[config.mk]
export PLATFORM = sky130hd
export DESIGN_NAME = dco_cal_ctrl
export DESIGN_NICKNAME = d
export VERILOG_FILES = /design/src/rtl/dco_cal_ctrl.sv
export SDC_FILE = /design/constraint.sdc
export NUM_CORES = 1
export LEC_CHECK = 0
export ABC_CLOCK_PERIOD_IN_PS = 2480
export CAP_MARGIN = 15
export CORE_ASPECT_RATIO = 0.75
export CORE_MARGIN = 2
export CORE_UTILIZATION = 30
export CTS_CLUSTER_DIAMETER = 200
export CTS_CLUSTER_SIZE = 10
export DETAILED_ROUTE_END_ITERATION = 8
export PLACE_DENSITY = 0.6
export SYNTH_ARGS = -nofsm -noshare
export SYNTH_HDL_FRONTEND = slang
export SYNTH_SLANG_ARGS = --single-unit
[constraint.sdc]
create_clock -name clk -period 2.48 [get_ports clk]
set_input_delay 0.496 -clock clk [delete_from_list [all_inputs] [get_ports clk]]
set_output_delay 0.496 -clock clk [all_outputs]
set_load 0.02 [all_outputs]
[src/rtl/dco_cal_ctrl.sv]
`timescale 1ns/1ps
// ============================================================================
// dco_cal_ctrl
// ----------------------------------------------------------------------------
// Frequency-calibration sequencer for the 5-bit DCO in the ADPLL.
//
// A `start` pulse in IDLE opens the loop and runs a 5-step successive-
// approximation search, MSB first, over the DCO threshold code. Each trial
// holds the DCO in reset for two cycles and then counts DCO rising edges over
// WINDOW clk cycles. A trial bit is kept when its edge count meets `target`.
// The search finds the largest code that still meets the target. That code is
// then re-measured once, and `cal_err` is raised if it now falls short. The
// final code stays on `thresh_val` until the next calibration.
//
// Trial timing, in clk cycles:
//   search trial : SETTLE(2) + MEAS(WINDOW) + DECIDE(1)
//   verify trial : VERIFY_SETTLE(2) + VERIFY_MEAS(WINDOW + final compare)
// If `start` is sampled at edge k, `done` is high in cycle k + 6*(WINDOW+3) + 1.
//
// Parameters
//   WINDOW      measurement window length in clk cycles (2..255)
//   CNT_W       width of the edge counter and of `target`
//
// Ports
//   clk         system clock; the DCO output is a register in this domain
//   reset       synchronous, active-high reset
//   start       single-cycle calibration request, honoured only in IDLE
//   target      minimum rising-edge count per window, sampled on `start`
//   dco_clk     DCO output (same clock domain, no synchroniser)
//   thresh_val  threshold code driven to the DCO
//   dco_rst     DCO reset request (ORed with system reset at the top level)
//   loop_open   high while calibrating; the top level forces DCO ctrl to 0
//   busy        calibration in progress
//   done        one-cycle pulse when calibration completes
//   cal_err     verify count fell below target; held until the next start
//   meas_count  edge count of the most recently completed window
// ============================================================================
module dco_cal_ctrl #(
    parameter int WINDOW = 64,
    parameter int CNT_W  = 8
) (
    input  logic             clk,
    input  logic             reset,
    input  logic             start,
    input  logic [CNT_W-1:0] target,
    input  logic             dco_clk,
    output logic [4:0]       thresh_val,
    output logic             dco_rst,
    output logic             loop_open,
    output logic             busy,
    output logic             done,
    output logic             cal_err,
    output logic [CNT_W-1:0] meas_count
);

    typedef enum logic [2:0] {
        IDLE,
        SETTLE,
        MEAS,
        DECIDE,
        VERIFY_SETTLE,
        VERIFY_MEAS,
        DONE
    } state_t;

    // Last timer value of a search window. The verify window runs one cycle
    // longer: that extra cycle is the final compare, and its sample is not
    // counted.
    localparam logic [7:0]       MEAS_LAST   = 8'(WINDOW - 1);
    localparam logic [7:0]       VERIFY_LAST = 8'(WINDOW);
    localparam logic [7:0]       SETTLE_LAST = 8'd1;
    localparam logic [CNT_W-1:0] CNT_MAX     = '1;
    localparam logic [4:0]       FIRST_TRIAL = 5'd16;

    state_t           state;
    state_t           state_nxt;

    logic [4:0]       code;       // bits already decided by the search
    logic [2:0]       bit_idx;    // bit currently under trial
    logic [CNT_W-1:0] target_q;   // target captured when start is accepted
    logic [7:0]       tmr;        // cycle counter within SETTLE / MEAS phases
    logic [CNT_W-1:0] edge_cnt;   // saturating rising-edge counter
    logic             dco_prev;   // previous dco_clk sample, for edge detect

    logic [4:0]       trial_bit;
    logic             pass;
    logic [4:0]       code_upd;
    logic             rise;
    logic             cnt_sat;

    // ------------------------------------------------------------------------
    // Shared datapath terms
    // ------------------------------------------------------------------------
    assign trial_bit = 5'b00001 << bit_idx;
    assign pass      = (edge_cnt >= target_q);
    assign code_upd  = pass ? (code | trial_bit) : code;
    assign rise      = dco_clk & ~dco_prev;
    assign cnt_sat   = (edge_cnt == CNT_MAX);

    // ------------------------------------------------------------------------
    // State register
    // ------------------------------------------------------------------------
    // NOTE: sequential state uses non-blocking assignments, so every flop
    // samples the pre-edge values and process order cannot change behaviour.
    always_ff @(posedge clk) begin
        if (reset) begin
            state <= IDLE;
        end else begin
            state <= state_nxt;
        end
    end

    // ------------------------------------------------------------------------
    // Next-state logic and Moore outputs
    // ------------------------------------------------------------------------
    // NOTE: every output of this block gets a default before the case
    // statement, so no path can leave one unassigned and infer a latch.
    always_comb begin
        state_nxt = state;
        busy      = 1'b1;
        loop_open = 1'b1;
        dco_rst   = 1'b0;
        done      = 1'b0;

        case (state)
            IDLE: begin
                busy      = 1'b0;
                loop_open = 1'b0;
                if (start) begin
                    state_nxt = SETTLE;
                end
            end

            SETTLE: begin
                dco_rst = 1'b1;
                if (tmr == SETTLE_LAST) begin
                    state_nxt = MEAS;
                end
            end

            MEAS: begin
                if (tmr == MEAS_LAST) begin
                    state_nxt = DECIDE;
                end
            end

            DECIDE: begin
                state_nxt = (bit_idx == 3'd0) ? VERIFY_SETTLE : SETTLE;
            end

            VERIFY_SETTLE: begin
                dco_rst = 1'b1;
                if (tmr == SETTLE_LAST) begin
                    state_nxt = VERIFY_MEAS;
                end
            end

            VERIFY_MEAS: begin
                if (tmr == VERIFY_LAST) begin
                    state_nxt = DONE;
                end
            end

            DONE: begin
                busy      = 1'b0;
                loop_open = 1'b0;
                done      = 1'b1;
                state_nxt = IDLE;
            end

            default: begin
                busy      = 1'b0;
                loop_open = 1'b0;
                state_nxt = IDLE;
            end
        endcase
    end

    // ------------------------------------------------------------------------
    // Datapath: search registers, window timer, edge counter, results
    // ------------------------------------------------------------------------
    // NOTE: reset is synchronous, sampled inside the clocked block, and every
    // register gets its reset value. A reset mid-search discards the partial
    // code and returns `thresh_val` to the first trial code.
    always_ff @(posedge clk) begin
        if (reset) begin
            thresh_val <= FIRST_TRIAL;
            cal_err    <= 1'b0;
            meas_count <= '0;
            code       <= '0;
            bit_idx    <= 3'd4;
            target_q   <= '0;
            tmr        <= '0;
            edge_cnt   <= '0;
            dco_prev   <= 1'b0;
        end else begin
            // dco_prev normally follows the input. It is cleared on entry to
            // each settle phase and then tracks the input during the second
            // settle cycle. So a level that is already high when the window
            // opens does not count as an edge.
            dco_prev <= dco_clk;

            case (state)
                IDLE: begin
                    if (start) begin
                        target_q   <= target;
                        code       <= '0;
                        cal_err    <= 1'b0;
                        bit_idx    <= 3'd4;
                        thresh_val <= FIRST_TRIAL;
                        tmr        <= '0;
                        edge_cnt   <= '0;
                        dco_prev   <= 1'b0;
                    end
                end

                SETTLE, VERIFY_SETTLE: begin
                    edge_cnt <= '0;
                    tmr      <= (tmr == SETTLE_LAST) ? 8'd0 : tmr + 8'd1;
                end

                MEAS: begin
                    tmr <= tmr + 8'd1;
                    if (rise && !cnt_sat) begin
                        edge_cnt <= edge_cnt + 1'b1;
                    end
                end

                DECIDE: begin
                    meas_count <= edge_cnt;
                    code       <= code_upd;
                    tmr        <= '0;
                    edge_cnt   <= '0;
                    dco_prev   <= 1'b0;
                    if (bit_idx == 3'd0) begin
                        // Re-measure the code the search settled on.
                        thresh_val <= code_upd;
                    end else begin
                        bit_idx    <= bit_idx - 3'd1;
                        thresh_val <= code_upd | (trial_bit >> 1);
                    end
                end

                VERIFY_MEAS: begin
                    if (tmr == VERIFY_LAST) begin
                        meas_count <= edge_cnt;
                        cal_err    <= (edge_cnt < target_q);
                    end else begin
                        tmr <= tmr + 8'd1;
                        if (rise && !cnt_sat) begin
                            edge_cnt <= edge_cnt + 1'b1;
                        end
                    end
                end

                default: begin
                    // DONE: thresh_val keeps the final code through IDLE.
                end
            endcase
        end
    end

endmodule

Yosys cells after proc, flatten, opt, wreduce, memory -nomap -nowiden
Cells that the tools add are included.

Bits in registers: 50. Bits of input ports: 12. Output and inout bits: 18. Word-level logic and storage cells: 90.

$add $sub $neg: 3. Order comparisons: 2. Eq/ne operators: 17. Shift operators: 1. Multiplexer cells: 33. Bitwise logic cells: 4. Reduce and logical (&&, ||, !) cells: 20.

Operators by type and width (count): two-way mux 8 bit (6); case mux 8 bit (5 select lines) (1); case mux 8 bit (4 select lines) (1); two-way mux 3 bit (8); two-way mux 5 bit (4); case mux 5 bit (2 select lines) (2); case mux 3 bit (6 select lines) (1); adder 8 x 1 -> 8 bit, second input constant (2); case mux 8 bit (2 select lines) (1); inequality test 2 bit, second input constant (7); AND reduction 3 bit (4); == test 3 bit, second input constant (3); == test 8 x 1 -> 1 bit, second input constant (1); == test 8 x 6 -> 1 bit, second input constant (1); == test 8 x 7 -> 1 bit, second input constant (1); == test 8 bit, second input constant (1); >= comparator 8 bit (1); less-than comparator 8 bit (1); == test 3 x 2 -> 1 bit, second input constant (2); logical NOT 3 bit (2); two-way mux 1 bit (6); case mux 3 bit (2 select lines) (1); AND reduction 2 bit (3); nonzero test 2 bit (3); other kinds (16) (17).

Logic depth before layout (Yosys ltp)
Gate-level depths: netlist of run 1.

Depth in word-level cells: 6. Mapped depth: 7. Depth with buffers taken out: 7.

Least setup slack after synthesis of run 1
No wires, ideal clock.

Path type: register to register. From: register tmr[0]. To: register tmr[7]. Library setup time: 74 ps. Arrival: 1866 ps. Data required time: 2406 ps. Path slack: 539 ps. Stages on the path, launching flop included: 8. Buffers on the path: 0. Clock period less this slack: 1941 ps. Path through: dfxtp_1 -> inv_1 -> ha_1 -> and3b_1 -> and4_4 -> or2_4 -> or4_1 -> a31oi_1.

Cells in the longest elaborated chain, start to end: 3. Elaborated cells between the ends (all ways): 8. Classes of those cells: add/sub: 1; eq/ne: 3; mux: 3; reduce/logical: 1.

Ends and longest elaborated chain: from (decl) (line 81) `logic [7:0] tmr;`; from (signal assigned) (line 219) `tmr <= (tmr == SETTLE_LAST) ? 8'd0 : tmr + 8'd1;`; from (signal assigned) (line 223) `tmr <= tmr + 8'd1;`; from (signal assigned) (line 249) `tmr <= tmr + 8'd1;`; adder 8 x 1 -> 8 bit, or another cell as far along (line 219, 223, 249); two-way mux 8 bit, or another cell as far along (line 245) `if (tmr == VERIFY_LAST) begin`; case mux 8 bit (5 select lines) / AND reduction 3 bit (equally long branches).

Several ways; a longest one is shown, not always the timed one. The select of a mux whose other input is x is not followed. A chain may end at the register's enable or synchronous reset.

Worst setup path in the final report of run 1
From: register state[2]. To: output done.

Cells in the longest elaborated chain, start to end: 2.

Ends and longest elaborated chain: from (decl) (line 75) `state_t state;`; from (signal assigned) (line 109) `state <= state_nxt;`; == test 3 bit (line 125) `case (state)`; two-way mux 1 bit (line 125); to (decl) (line 51) `output logic done,`.

No other way between the ends.

==> results of run 1 <==
-- registers in the layout, indices dropped and copies added, names as in the netlist, 3 cells and up --
signal	count
meas_count	8
state	3
bit_idx	3
tmr	8
target_q	8
thresh_val	5
code	5
edge_cnt	8
-- logic make-up (layout without fill, tap and decap cells) --
logic type / count (synthesis) / after routing / share of synthesized area, %
AO/OA/AOI/OAI: 76 / 76 / 19.3
AND/OR/NAND/NOR: 139 / 139 / 26.0
flip-flops: 50 / 50 / 37.9
buffers and inverters: 31 / 61 / 5.07
multiplexers: 8 / 8 / 3.03
adder cells (fa/ha/maj): 17 / 17 / 8.05
XOR/XNOR: 2 / 2 / 0.663
-- Yosys cell counts, types with 2 or more instances --
cell / count
o21a_1: 3
or3_1: 4
a21oi_1: 25
nor3b_1: 5
nand2b_1: 3
a31oi_1: 5
a21o_1: 3
nand4_1: 2
or2_4: 2
mux2i_1: 8
ha_1: 17
a211oi_1: 2
o311ai_0: 3
buf_2: 2
a32o_1: 5
nor2b_1: 4
a211o_1: 4
buf_4: 2
dfxtp_1: 50
inv_1: 17
and3b_1: 3
and3_1: 7
nor4_1: 3
clkbuf_1: 7
nand3_1: 18
o22ai_1: 3
buf_1: 2
nand2_1: 40
o21ai_0: 12
nor3_1: 8
xnor2_1: 2
nor2_1: 33
-- how the worst max path moves through the flow --
stage | endpoint | slack (ps) | cells past startpoint
after floorplan | tmr[7] | 540 | 7
after global placement | edge_cnt[5] | 120 | 6
after detailed placement | edge_cnt[5] | 100 | 6
after CTS | done | 90 | 3
after global routing | done | 3 | 3
final | done | 90 | 3
-- layout make-up --
class | instances | area [um2] | share of cell area (%)
Clock buffer | 6 | 139 | 4.30
Clock inverter | 1 | 30.0 | 0.931
Inverter | 17 | 63.8 | 1.98
Multi-Input combinational cell | 242 | 1510 | 46.7
Sequential cell | 50 | 1000 | 31.0
Tap cell | 108 | 135 | 4.19
Timing Repair Buffer | 37 | 350 | 10.9
-- worst min-delay path: cells and delay by family, from the launching register on --
kind               cells  cell delay (ps)
DFF                    1              310
and+or+nand+nor        1               50
AOI/OAI and AO/OA      1               50
-- stage by stage --
stage / instances / area [um2] / setup slack (ps) / utilization [%] / hold WS [ps]
floorplan: 323 / 2640 / 539 / - / 425
global placement: 454 / 3060 / 118 / 36.0 / 437
detailed placement: 454 / 3060 / 104 / 36.0 / 449
CTS: 461 / 3230 / 88.3 / 38.0 / 464
global route: 461 / 3230 / 2.70 / 38.0 / 487
finish: 461 / 3230 / 88.0 / 38.0 / 458
-- routing by layer --
| metal | vias up | wire (um) |
|---|---|---|
| li1 | 1209 | - |
| met1 | 1085 | 3380 |
| met2 | 47 | 2610 |
| met3 | 5 | 292 |
| met4 | 0 | 53 |
| met5 | - | 0 |
-- power by group through the flow --
stage | Sequential, W | Clock, W | Combinational (W)
2_1_floorplan | 0.000927 | 0 | 0.000627
3_3_place_gp | 0.000965 | 0 | 0.000859
3_5_place_dp | 0.000966 | 0 | 0.000872
4_1_cts | 0.000948 | 0.000809 | 0.000879
5_1_grt | 0.000960 | 0.000845 | 0.000981
6_report | 0.000949 | 0.000790 | 0.000875
==> results.yml, run 1 <==
hold_path:
  hold_class: "reg -> reg"
  hp-start: "target_q[6]"
  min_path_cells: 2
  min_to: "target_q[6]"
timing:
  setup_viol: 0
  finalClockSkew_ps: 7.95
  rsz0062_at_grt: "false"
  finalMaxSlewViolations: 0
  fmax_ghz: 0.418
  min_period_ps: 2390
  hold_viol_final: 0
  relSlewSlack_pct: 62.9
  fin_setup_tns_ps: 0
  fin_crit_sh_pct: 96.5
  worst_pin_slew_ps: 552
setup_path:
  cp-start-kind: "register"
  worstPathArrival_ps: 1900
  critical_path.startpoint: "state[2]"
  rr_worst_depth: 7
  path_cells: "inv_1 > nor3_1 > clkdlybuf4s50_1"
  end_kind: "output pin"
  critPathMaxFanout: 13
  cp_slowest_stage_delay_ps: 630
  path_class: "reg -> out"
  worstReg2RegStart: "tmr[0]"
  cp.required_ps: 1980
  path_buf_inv: 2
  cp_top_family: "buffers and inverters"
  crit_path_top_delay_cell: "clkdlybuf4s50_1"
  r2r_end: "tmr[7]"
  r2r_setup_slack_ps: 370
clock_tree:
  cts-root-buf: "clkbuf_16"
  hold_buffers: 0
  ctsResizeCount: 0
  cts_tree: "built"
  path_clk_slew_ps: 70
  clock_latency_ps: 290
  cts-buffers-inserted: 5
  cts_setup_buffers: 0
  clock-sinks: 50
  cts_max_level: 2
  cts_buffer_depth: 2
route:
  vias_per_cell: 5.09
  wl_per_cell_um: 13.7
  drt_iter0_markers: 165
  first_pass_iters: 4
  wirelength_um: 6330
  vias: 2346
  drtAntennaViolNets: 0
  drc: 0
global_route:
  grt_usage_pct: 13.7
  grt_pass1_vias: 2227
  grt_max_degree: 23
  gr-usage-met3_pct: 3.29
  grt_overflow: 0
  use_met1_pct: 19.8
  met2_usage_pct: 20.6
  grt_busiest_layer: "met2"
  antenna_found_initial: 0
  grt_pass1_wl_um: 10800
power:
  cellLeakagePower_nw: 1.28
  combPwrFrac_pct: 33.5
  ir_drop_v: 0.000307
  p_seq_share_pct: 36.3
  power.share.switching_pct: 34.3
  pwr-share-clk_pct: 30.2
  p_int_w: 0.00172
  powerDensity_nw_per_um2: 810
  power_switching_w: 0.000896
  p_total_w: 0.00261
synthesis:
  syn_nets: 352
  syn_area_um2: 2640
  synthTopCellsByArea: "dfxtp_1 38%, ha_1 8.0%, nand2_1 5.7%"
  synth_area_per_cell_um2: 8.18
  synthArstFlopShare_pct: 0
  synth-edff-count: 0
  ys_warn_count: 0
  synth_cells: 323
  post_synth_num_cell_types: 51
  synth.largest_area_cell: "dfxtp_1"
  ys_seq_area_share_pct: 37.9
  synth_top_cell_area_share_pct: 37.9
  ys.flop_type: "dfxtp_1"
  ys_ff_latch: 50
die:
  die_x_um: 112
  start_util_pct: 31.1
  core-area_um2: 8490
  die-area_um2: 9580
  io_pins: 30
  die_h_um: 85.3
  rows: 29
finish:
  layout_common_cells: "50 x dfxtp_1, 40 x nand2_1, 33 x nor2_1"
  drive_above_1_share_pct: 6.80
  syn_to_final_growth_pct: 22.1
  final_common_cell: "dfxtp_1"
  antenna_cells: 0
  fin_nets: 382
  nFillCells: 881
place:
  port_buffers: 29
  dp_hpwl_um: 4630
  place.gp.congestion: 0.776
flow_run:
  maxCapViolations: 0
status:
  outcome: "completed"
Note: power is estimated with default switching activity, not from simulation.
==> run 2, diff against run 1 <==
Settings changed: ABC_CLOCK_PERIOD_IN_PS 2480 to 3100, GPL_TIMING_DRIVEN set to 0.
Clock period 2.48 ns to 3.1 ns, I/O delays scaled along.
==> run 2 against run 1 <==
  * Critical path type is now in -> reg
  * Routed wire length rose by 6.3%
  * Worst setup slack better by 450 ps
  * First-iteration DRC count down 18%
  * Critical endpoint is now meas_count[0]
  * Clock-buffer cell count is 1 higher
  * Clock power is 34% lower
  * Global-route usage rose by 0.76 points
  * Sequential power is 22% lower
==> results.yml, run 2 (synthesis gave the netlist of run 1 again) <==
route:
  drtAntennaViolNets: 0
  drt_iter0_markers: 136
  wirelength_um: 6730
  vias_per_cell: 5.12
  wl_per_cell_um: 14.4
  first_pass_iters: 4
  vias: 2389
  drc: 0
clock_tree:
  cts_max_level: 2
  clock-sinks: 50
  ctsResizeCount: 0
  clock_latency_ps: 280
  cts_tree: "built"
  cts-buffers-inserted: 5
  cts_buffer_depth: 2
  cts-root-buf: "clkbuf_16"
  hold_buffers: 0
  path_clk_slew_ps: 60
  cts_setup_buffers: 0
global_route:
  use_met1_pct: 20.7
  grt_pass1_wl_um: 11400
  met2_usage_pct: 22.8
  gr-usage-met3_pct: 3.00
  grt_busiest_layer: "met2"
  grt_overflow: 0
  antenna_found_initial: 0
  grt_usage_pct: 14.5
  grt_pass1_vias: 2364
  grt_max_degree: 14
finish:
  seqCellArea_um2: 1000
  syn_to_final_growth_pct: 21.1
  fin_nets: 388
  layout_common_cells: "50 x dfxtp_1, 40 x nand2_1, 33 x nor2_1"
  final_common_cell: "dfxtp_1"
  nFillCells: 885
  antenna_cells: 0
  multi_input_area_um2: 1510
  drive_above_1_share_pct: 5.29
power:
  p_int_w: 0.00126
  p_seq_share_pct: 37.2
  pwr-share-clk_pct: 26.2
  power_switching_w: 0.000715
  powerDensity_nw_per_um2: 617
  ir_drop_v: 0.000298
  power.share.switching_pct: 36.2
  combPwrFrac_pct: 36.6
  p_total_w: 0.00198
  cellLeakagePower_nw: 1.26
status:
  outcome: "completed"
setup_path:
  cp.required_ps: 3250
  cp_slowest_stage_delay_ps: 560
  cp-start-kind: "input port"
  crit_path_top_delay_cell: "clkdlybuf4s50_1"
  end_kind: "register"
  critPathMaxFanout: 10
  path_class: "in -> reg"
  cp_top_family: "buffers and inverters"
  worstPathArrival_ps: 2720
  path_cells: "clkdlybuf4s50_1 > clkbuf_1 > buf_1 > buf_1 > nor2_1"
  path_buf_inv: 4
  crit_top_cell: "buf_1"
die:
  start_util_pct: 31.1
  io_pins: 30
  die_h_um: 85.3
  die_x_um: 112
  die-area_um2: 9580
  rows: 29
  core-area_um2: 8490
timing:
  min_period_ps: 2570
  setup_viol: 0
  fin_setup_tns_ps: 0
  relSlewSlack_pct: 54.4
  worst_pin_slew_ps: 677
  hold_viol_final: 0
  fin_crit_sh_pct: 82.8
  fmax_ghz: 0.390
  finalClockSkew_ps: 4.51
  finalMaxSlewViolations: 0
  rsz0062_at_grt: "false"
place:
  place.gp.congestion: 0.794
  dp_hpwl_um: 5020
  port_buffers: 29
flow_run:
  maxCapViolations: 0
hold_path:
  hold_class: "reg -> reg"
## run 2: worst paths after layout
check,endpoint,start,slack [ps],cells after the start
max,meas_count[0],reset,530,5
min reg2reg,target_q[5],target_q[5],460,2
max reg2reg,thresh_val[4],edge_cnt[1],970,6
min,target_q[5],target_q[5],460,2
## run 2: area by class of cell
class                      instances  area share (%)
multi-input combinational        242            47.1
sequential                        50            31.3
timing repair buffer              29            9.07
tap                              108            4.22
clock buffer                       7            4.14
buffer                            14            2.19
inverter                          17            1.99
## run 2: worst min-delay path, delay by kind of cell (launching register included)
kind            cells  cell delay (ps)
compound gates      1               50
flops               1              310
simple gates        1               50
## run 2: layer usage
layer  wire length (um)  vias up
li1                   -     1222
met1               3500     1121
met2               2940       44
met3                277        2
met4                 22        0
met5                  0        -
## run 2: metrics by stage
| stage | cell area (um2) | utilization [%] | hold WS (ps) | cells | setup slack, ps |
|---|---|---|---|---|---|
| floorplan | 2640 | - | 425 | 323 | 1160 |
| global placement | 3070 | 36.1 | 435 | 460 | 280 |
| detailed placement | 3070 | 36.1 | 450 | 460 | 249 |
| CTS | 3200 | 37.7 | 459 | 467 | 541 |
| global route | 3200 | 37.7 | 475 | 467 | 356 |
| finish | 3200 | 37.7 | 459 | 467 | 535 |
## run 2: power by group through the flow
stage          sequential [W]  combinational [W]  clock [W]
3_5_place_dp         0.000750           0.000719          0
4_1_cts              0.000736           0.000725   0.000530
6_report             0.000736           0.000722   0.000518
2_1_floorplan        0.000742           0.000502          0
3_3_place_gp         0.000747           0.000702          0
5_1_grt              0.000742           0.000807   0.000563
